==> config.mk <==
export PLATFORM = sky130hd
export DESIGN_NAME = bus_arbiter_dual
export DESIGN_NICKNAME = d
export VERILOG_FILES = /design/src/rtl/bus_pkg.sv /design/src/rtl/arb_hold_timer.sv /design/src/rtl/bus_arbiter_dual.sv
export SDC_FILE = /design/constraint.sdc
export NUM_CORES = 1
export LEC_CHECK = 0
export ABC_CLOCK_PERIOD_IN_PS = 5500
export BUFFER_PORTS_ARGS = -buffer_cell sky130_fd_sc_hd__clkbuf_2
export CAP_MARGIN = 5
export CORE_ASPECT_RATIO = 1.5
export CORE_UTILIZATION = 60
export DETAILED_ROUTE_END_ITERATION = 8
export HOLD_SLACK_MARGIN = 0.12
export PLACE_DENSITY_LB_ADDON = 0.2
export REMOVE_ABC_BUFFERS = 1
export SETUP_SLACK_MARGIN = 0.3
export SKIP_CTS_REPAIR_TIMING = 1
export SLEW_MARGIN = 10
export SYNTH_ARGS = -nofsm -noshare
export SYNTH_HDL_FRONTEND = slang
export SYNTH_HIERARCHICAL = 1
export SYNTH_SLANG_ARGS = --single-unit
export TNS_END_PERCENT = 5
==> constraint.sdc <==
create_clock -name clk -period 5.5 [get_ports clk]
set_input_delay 1.1 -clock clk [delete_from_list [all_inputs] [get_ports clk]]
set_output_delay 1.1 -clock clk [all_outputs]
set_load 0.05 [all_outputs]
==> src/rtl/bus_pkg.sv <==
// Shared types and constants for the dual-master system bus arbiter.
package bus_pkg;

  typedef enum logic [1:0] {
    IDLE   = 2'd0,
    GNT_M1 = 2'd1,
    GNT_M2 = 2'd2,
    TURN   = 2'd3
  } arb_state_t;

  localparam logic M1 = 1'b0;
  localparam logic M2 = 1'b1;

  localparam int DEFAULT_ARB_TIMEOUT = 1024;

  function automatic arb_state_t gnt_state(input logic id);
    return (id == M2) ? GNT_M2 : GNT_M1;
  endfunction

endpackage

==> src/rtl/arb_hold_timer.sv <==
// Counts consecutive grant cycles; expired is high once the count reaches TIMEOUT-1.
module arb_hold_timer
  import bus_pkg::*;
#(
  parameter int TIMEOUT = DEFAULT_ARB_TIMEOUT
) (
  input  logic clk,
  input  logic rst,
  input  logic clear_i,
  input  logic enable_i,
  output logic expired_o
);

  localparam int TO_W = $clog2(TIMEOUT + 1);

  logic [TO_W-1:0] count_q;
  logic [TO_W-1:0] count_d;

  // Next count: clear wins over increment.
  always_comb begin
    count_d = count_q;
    if (clear_i) begin
      count_d = '0;
    end else if (enable_i) begin
      count_d = count_q + TO_W'(1);
    end else begin
      count_d = count_q;
    end
  end

  // Hold-counter register.
  always_ff @(posedge clk) begin
    if (rst) begin
      count_q <= '0;
    end else begin
      count_q <= count_d;
    end
  end

  assign expired_o = (count_q == TO_W'(TIMEOUT - 1));

endmodule

==> src/rtl/bus_arbiter_dual.sv <==
// Two-master round-robin bus arbiter with one-cycle turnaround, single
// outstanding split tracking and forced release after TIMEOUT grant cycles.
module bus_arbiter_dual
  import bus_pkg::*;
#(
  parameter int TIMEOUT = DEFAULT_ARB_TIMEOUT
) (
  input  logic clk,
  input  logic rst,
  input  logic m1_breq,
  input  logic m2_breq,
  input  logic split,
  input  logic split_done,
  output logic m1_grant,
  output logic m2_grant,
  output logic msel,
  output logic bus_busy,
  output logic split_pend,
  output logic split_owner,
  output logic timeout_err
);

  arb_state_t state_q, state_d;
  logic       ptr_q, ptr_d;
  logic       msel_q, msel_d;
  logic       pend_q, pend_d;
  logic       owner_q, owner_d;
  logic       prio_vld_q, prio_vld_d;
  logic       prio_id_q, prio_id_d;
  logic [1:0] lock_q, lock_d;
  logic       to_err_q, to_err_d;
  logic       m1_grant_q, m2_grant_q, busy_q;

  logic [1:0] breq_s;
  logic [1:0] elig_s;
  logic       in_gnt_s;
  logic       cur_s;
  logic       done_s;
  logic       split_ok_s;
  logic       expired_s;
  logic       win_s;

  assign breq_s     = {m2_breq, m1_breq};
  assign elig_s[0]  = m1_breq & ~(pend_q & (owner_q == M1)) & ~lock_q[0];
  assign elig_s[1]  = m2_breq & ~(pend_q & (owner_q == M2)) & ~lock_q[1];
  assign in_gnt_s   = (state_q == GNT_M1) | (state_q == GNT_M2);
  assign cur_s      = (state_q == GNT_M2);
  assign done_s     = split_done & pend_q;
  // A split_done in the same cycle frees the slot before the new split is taken.
  assign split_ok_s = split & in_gnt_s & (~pend_q | split_done);

  arb_hold_timer #(
    .TIMEOUT (TIMEOUT)
  ) u_hold_timer (
    .clk       (clk),
    .rst       (rst),
    .clear_i   (~in_gnt_s),
    .enable_i  (in_gnt_s),
    .expired_o (expired_s)
  );

  // Arbitration winner when leaving IDLE.
  always_comb begin
    win_s = M1;
    if (&elig_s) begin
      win_s = prio_vld_q ? prio_id_q : ptr_q;
    end else begin
      win_s = elig_s[1];
    end
  end

  // Next-state, pointer, split and timeout-lock logic.
  always_comb begin
    state_d    = state_q;
    ptr_d      = ptr_q;
    msel_d     = msel_q;
    pend_d     = pend_q;
    owner_d    = owner_q;
    prio_vld_d = prio_vld_q;
    prio_id_d  = prio_id_q;
    lock_d     = lock_q & breq_s;
    to_err_d   = 1'b0;

    if (done_s) begin
      pend_d     = 1'b0;
      prio_vld_d = 1'b1;
      prio_id_d  = owner_q;
    end else begin
      pend_d = pend_q;
    end

    case (state_q)
      IDLE: begin
        if (elig_s != 2'b00) begin
          state_d    = gnt_state(win_s);
          msel_d     = win_s;
          prio_vld_d = done_s;
        end else begin
          state_d = IDLE;
        end
      end
      GNT_M1, GNT_M2: begin
        if (split_ok_s) begin
          state_d = TURN;
          pend_d  = 1'b1;
          owner_d = cur_s;
          ptr_d   = ~cur_s;
        end else if (!breq_s[cur_s]) begin
          state_d = TURN;
          ptr_d   = ~cur_s;
        end else if (expired_s) begin
          state_d        = TURN;
          to_err_d       = 1'b1;
          lock_d[cur_s]  = 1'b1;
          ptr_d          = ~cur_s;
        end else begin
          state_d = state_q;
        end
      end
      TURN:    state_d = IDLE;
      default: state_d = IDLE;
    endcase
  end

  // State and registered outputs.
  always_ff @(posedge clk) begin
    if (rst) begin
      state_q    <= IDLE;
      ptr_q      <= M1;
      msel_q     <= 1'b0;
      pend_q     <= 1'b0;
      owner_q    <= 1'b0;
      prio_vld_q <= 1'b0;
      prio_id_q  <= 1'b0;
      lock_q     <= 2'b00;
      to_err_q   <= 1'b0;
      m1_grant_q <= 1'b0;
      m2_grant_q <= 1'b0;
      busy_q     <= 1'b0;
    end else begin
      state_q    <= state_d;
      ptr_q      <= ptr_d;
      msel_q     <= msel_d;
      pend_q     <= pend_d;
      owner_q    <= owner_d;
      prio_vld_q <= prio_vld_d;
      prio_id_q  <= prio_id_d;
      lock_q     <= lock_d;
      to_err_q   <= to_err_d;
      m1_grant_q <= (state_d == GNT_M1);
      m2_grant_q <= (state_d == GNT_M2);
      busy_q     <= (state_d == GNT_M1) | (state_d == GNT_M2);
    end
  end

  assign m1_grant    = m1_grant_q;
  assign m2_grant    = m2_grant_q;
  assign msel        = msel_q;
  assign bus_busy    = busy_q;
  assign split_pend  = pend_q;
  assign split_owner = owner_q;
  assign timeout_err = to_err_q;

endmodule

Word level (Yosys, flattened, before mapping)
Cells that the tools add are included.

Reduce and logical (&&, ||, !) cells: 10. Muxes and demuxes: 26. Equal/unequal tests: 7. Bitwise operators: 24. $lt $le $gt $ge: 2. $add $sub $neg: 1.

Operator list (number): 2-bit 2-to-1 mux (9); 1-bit 2-to-1 mux (15); 11-bit by 1-bit adder with 11-bit output, second input constant (1); 11-bit by 10-bit equality test with 1-bit output, second input constant (1); 1-bit NOT (10); 1-bit bitwise AND (9); 2-bit AND reduction (4); 2-bit equality test, second input constant (3); 2-bit one-hot mux with 3 select lines (1); 2-bit by 1-bit equality test with 1-bit output, second input constant (2); 2-bit OR reduction (2); 4-bit OR reduction (1); 3-bit inequality test, second input constant (1); 1-bit OR (3); 2-bit bitwise AND (1); 2-bit logical NOT (1); 1-bit by 2-bit < comparator with 1-bit output, second input constant (1); 2-bit OR (1); 2-bit nonzero test (1); 1-bit demux with 1-bit select (1); 1-bit >= comparator, second input constant (1); 1-bit logical AND (1).

Output and inout port bits: 7. Flip-flop bits (word level): 25. Logic and storage cells: 83. Bits of input ports: 6.

Depth between registers and ports, before layout
Depth in word-level cells: 12. Mapped depth: 7. Depth with buffers taken out: 7.

Modules after synthesis
The synthesis kept the hierarchy.

Modules (own cells, without submodules): bus_arbiter_dual (area an instance 674.4 sq um, times used 1, sequential area each 280.3 sq um, cells each 72); arb_hold_timer (area an instance 523.0 sq um, times used 1, sequential area each 220.2 sq um, cells each 58).

Worst setup path after synthesis
Ideal clock, no wire load.

Path kind: input port to flip-flop. Start point: input split_done. End point: register busy_q (netlist: bus_busy). Arrival time: 2.200 ns. Stages: 5. Setup slack: 3.173 ns. Data required time: 5.374 ns. Library setup time: 0.126 ns. Cell sequence: nand2b_1 -> a2111o_1 -> a32o_1 -> ha_1 -> nor2_1.

Word-level cells in the longest chain between the ends: 6.

RTL lines: from (decl) (line bus_arbiter_dual.sv:13) `input logic split_done,`; 1-bit OR (*) (line bus_arbiter_dual.sv:50) `assign split_ok_s = split & in_gnt_s & (~pend_q | split_done);`; 1-bit bitwise AND (*) (line bus_arbiter_dual.sv:50); 2-bit 2-to-1 mux (*) (line bus_arbiter_dual.sv:103) `if (split_ok_s) begin`; 2-bit one-hot mux with 3 select lines (*) (line bus_arbiter_dual.sv:92) `case (state_q)`; 2-bit by 1-bit equality test with 1-bit output / 2-bit equality test (equally long branches) (line bus_arbiter_dual.sv:152) `busy_q <= (state_d == GNT_M1) | (state_d == GNT_M2);`; 1-bit OR (*) (line bus_arbiter_dual.sv:152); to (signal assigned) (line bus_arbiter_dual.sv:152); to (decl) (line bus_arbiter_dual.sv:32) `logic m1_grant_q, m2_grant_q, busy_q;`.

Every way passes the cells marked *; elsewhere a longest branch is shown, timed or not. A chain may end at the register's enable or synchronous reset.

Worst setup path after layout
Start point: register u_hold_timer.count_q[0]. End point: register busy_q (netlist: bus_busy).

Word-level cells in the longest chain between the ends: 7.

RTL lines: from (decl) (line arb_hold_timer.sv:16) `logic [TO_W-1:0] count_q;`; from (signal assigned) (line arb_hold_timer.sv:36) `count_q <= count_d;`; 11-bit by 10-bit equality test with 1-bit output (*) (line arb_hold_timer.sv:40) `assign expired_o = (count_q == TO_W'(TIMEOUT - 1));`; via expired_s (line bus_arbiter_dual.sv:40) `logic expired_s;`; 2-bit 2-to-1 mux (*) (line bus_arbiter_dual.sv:111) `end else if (expired_s) begin`; 2-bit 2-to-1 mux (*) (line bus_arbiter_dual.sv:108) `end else if (!breq_s[cur_s]) begin`; 2-bit 2-to-1 mux (*) (line bus_arbiter_dual.sv:103); 2-bit one-hot mux with 3 select lines (*) (line bus_arbiter_dual.sv:92); 2-bit by 1-bit equality test with 1-bit output / 2-bit equality test (equally long branches) (line bus_arbiter_dual.sv:152); 1-bit OR (*) (line bus_arbiter_dual.sv:152).

Mark *: on every way through the listed nets, which the timed path passes. The rest lies on a longest branch.

==> impl_results.md <==
- GR Layer Usage met2: 0.462
- Clk sinks: 25
- Routed length per instance: 14.3 um
- Area of the mapped netlist: 0.00120 mm2
- Via count of the first global-routing pass: 930
- Seq/Total Area, Yosys: 0.418
- Gpl congestion: 0.765
- Leak: 0.470 nW
- Overflow after GRT: 0
- Area delta synth->final: 7.21%
- Max_slew headroom: 0.302
- Fillers: 150
- Vias/cell: 6.15
- Final Max Tran Viols: 0
- Max VDD drop: 0.239 mV
- Critical Path AT: 2.57 ns
- Met3 GRT Util: 0.0237
- Top delay family on crit path: simple AND/OR/NAND/NOR gates
- Synth Area in Compound Gates: 0.166
- Hold Violations, Final: 0
- Layout Nets: 155
- Most frequent cells in the layout: dfxtp_1 (25), clkbuf_2 (12), nor2_1 (11), a21oi_1 (11), inv_1 (9)
- Drt first pass iters: 4
- Remaining antenna violation count after routing: 0
- Worst Hold End: prio_id_q
- Critical-path cell list: ha_1, inv_1, nor4_1, a2111o_1, a32oi_1, ha_1, nor2_1
- Die area: 0.00218 mm2
- Initial Utilization: 0.646
- Post-synthesis mux area share: 0.0439
- Most common cell after layout, fill and taps aside: dfxtp_1
- Hold depth: 2
- Max Buffers Root-to-Sink: 2
- Slowest CP cell: nor4_1
- Diode count: 0
- H-tree depth: 1
- RSZ-0062 raised after global routing: false
- Met1 usage: 0.244
- Synth cell types: 39
- Data required, critical path: 5.76 ns
- Worst skew pair latency: 0.32 ns
- Top_reg_cell synth: dfxtp_1
- FF-to-FF End: bus_busy
- Width of the die: 38.5 um
- Initial antenna violation count: 0
- RR Startpoint: u_hold_timer/count_q[0]
- Hold Crit Class: flop to flop
- Gr usage total: 0.245
- Via count: 1008
- I/O pins: 13
- # rows: 19
- Synth Area in Simple Gates: 0.240
- Drc violations: 0
- Synth Instances: 130
- Power density over the cells: 298 mW/mm2
- TritonCTS clock tree: yes
- Crit end category: flop
- Chip Height: 56.7 um
- Post-synthesis xor/xnor area fraction: 0.0293
- Cts bufs inserted: 3
- CP Launch Type: flop
- Core area: 0.00185 mm2
- Minimum clock period: 2.30 ns
- Max-cap violations: 0
- Setup TNS: 0 ns
- Global-route wire length before repair: 3830 um
- Main combinational cell family by area after synthesis: simple AND/OR/NAND/NOR gates
- Most frequent CP cell: ha_1
- Adder-cell share of the synthesized area: 0.0522
- Clk root buf: clkbuf_4
- Setup Viol. Count Final: 0
- Crit share post-route: 0.419
- Number of synthesized flops with an enable pin: 0
- Setup ws final: 3.20 ns
- FMAX: 0.434 GHz
- Clock Pin Slew Worst Setup and Hold Paths: 0.13 ns
- Worst reg-to-reg setup slack: 3.20 ns
- Status: finished clean
- Hold path start: prio_id_q
- Gr busiest metal: met2
- Worst Max-Slew Pin Slew: 1.04 ns
- Crit Path Max Fanout: 7
- Clk_skew: 0.00262 ns
- Mean Syn Cell Area: 9.21 um2
- Final WL: 2350 um
- Crit path buffers/inverters: 1
- CP max stage delay: 0.87 ns
- Ys Warns: 6
- Synth Register Bits: 25
- WS Path Type: flop to flop
- Share of cells above drive strength 1: 0.147
- First DRT Iteration DRCs: 30
- Number of cells on the worst reg-to-reg path: 7
- Post-DP HPWL: 1780 um
- Pre-CTS setup slack: 3.01 ns
- Post-synth ARST share: 0
- Port Buffers: 12
- Largest net degree at the start of global routing: 17
## registers in the layout, indices dropped and copies added, names as in the netlist
signal                count
split_pend                1
timeout_err               1
m2_grant                  1
bus_busy                  1
ptr_q                     1
state_q                   2
lock_q                    2
m1_grant                  1
msel                      1
prio_vld_q                1
u_hold_timer/count_q     11
split_owner               1
prio_id_q                 1
## power breakdown
part	switching [mW]	internal, mW	total (mW)
logic	0.0673	0.0355	0.103
clock network	0.0527	0.0284	0.0812
registers	0.00694	0.192	0.199
total	0.127	0.256	0.383
## cell families after synthesis
group,after synthesis
AND/OR/NAND/NOR,50
AO/OA/AOI/OAI,29
flip-flops,25
buffers and inverters,12
multiplexers,5
adder cells (fa/ha/maj),5
XOR/XNOR,4
## per-stage QoR
stage	hold slack [ns]	power, mW	util	std cells	instance area [um2]
after floorplan	0.427	0.281	-	127	1170
after global placement	0.440	0.302	0.678	160	1260
after detailed placement	0.447	0.305	0.678	160	1260
after CTS	0.464	0.385	0.692	164	1280
after global routing	0.484	0.405	0.692	164	1280
final	0.463	0.383	0.692	164	1280
## metal layers
metal,share of wire,vias to the layer above
li1,-,501
met1,0.40,476
met2,0.55,26
met3,0.026,5
met4,0.020,0
met5,0,-
## worst max path at each step
stage / startpoint / to / slack [ns] / cells after the start
4_1_cts: state_q[1] / bus_busy / 3.25 / 7
6_report: u_hold_timer/count_q[0] / bus_busy / 3.20 / 7
2_1_floorplan: split_done / bus_busy / 3.19 / 5
5_1_grt: u_hold_timer/count_q[0] / bus_busy / 3.06 / 7
3_3_place_gp: split_done / bus_busy / 3.03 / 6
3_5_place_dp: split_done / bus_busy / 3.01 / 6
## area by class of cell
type | count | area [um2] | share of cell area
clock buffers | 4 | 26.3 | 0.0205
inverters | 9 | 33.8 | 0.0263
repair buffers | 12 | 60.1 | 0.0468
well taps | 21 | 26.3 | 0.0205
flip-flops and latches | 25 | 500 | 0.390
multi-input cells | 93 | 637 | 0.496
## worst reg2reg max path: stages (launching register included)
cell and delay [ns]:
dfxtp_1 0.43, ha_1 0.23, inv_1 0.05, nor4_1 0.87, a2111o_1 0.19, a32oi_1 0.07
ha_1 0.32, nor2_1 0.09
## cell usage after synthesis, drive strengths merged (3+ instances only)
library cell	n	area, um2
a21oi	11	55.1
mux2i	3	30.0
or4	4	30.0
ha	5	62.6
o21ai	4	20.0
dfxtp	25	500
o31ai	3	22.5
nand3	6	30.0
nand2	8	30.0
nor2	11	41.3
nand4	4	37.5
nor2b	3	18.8
inv	9	33.8
No activity file was read; power rests on OpenSTA's default activity.
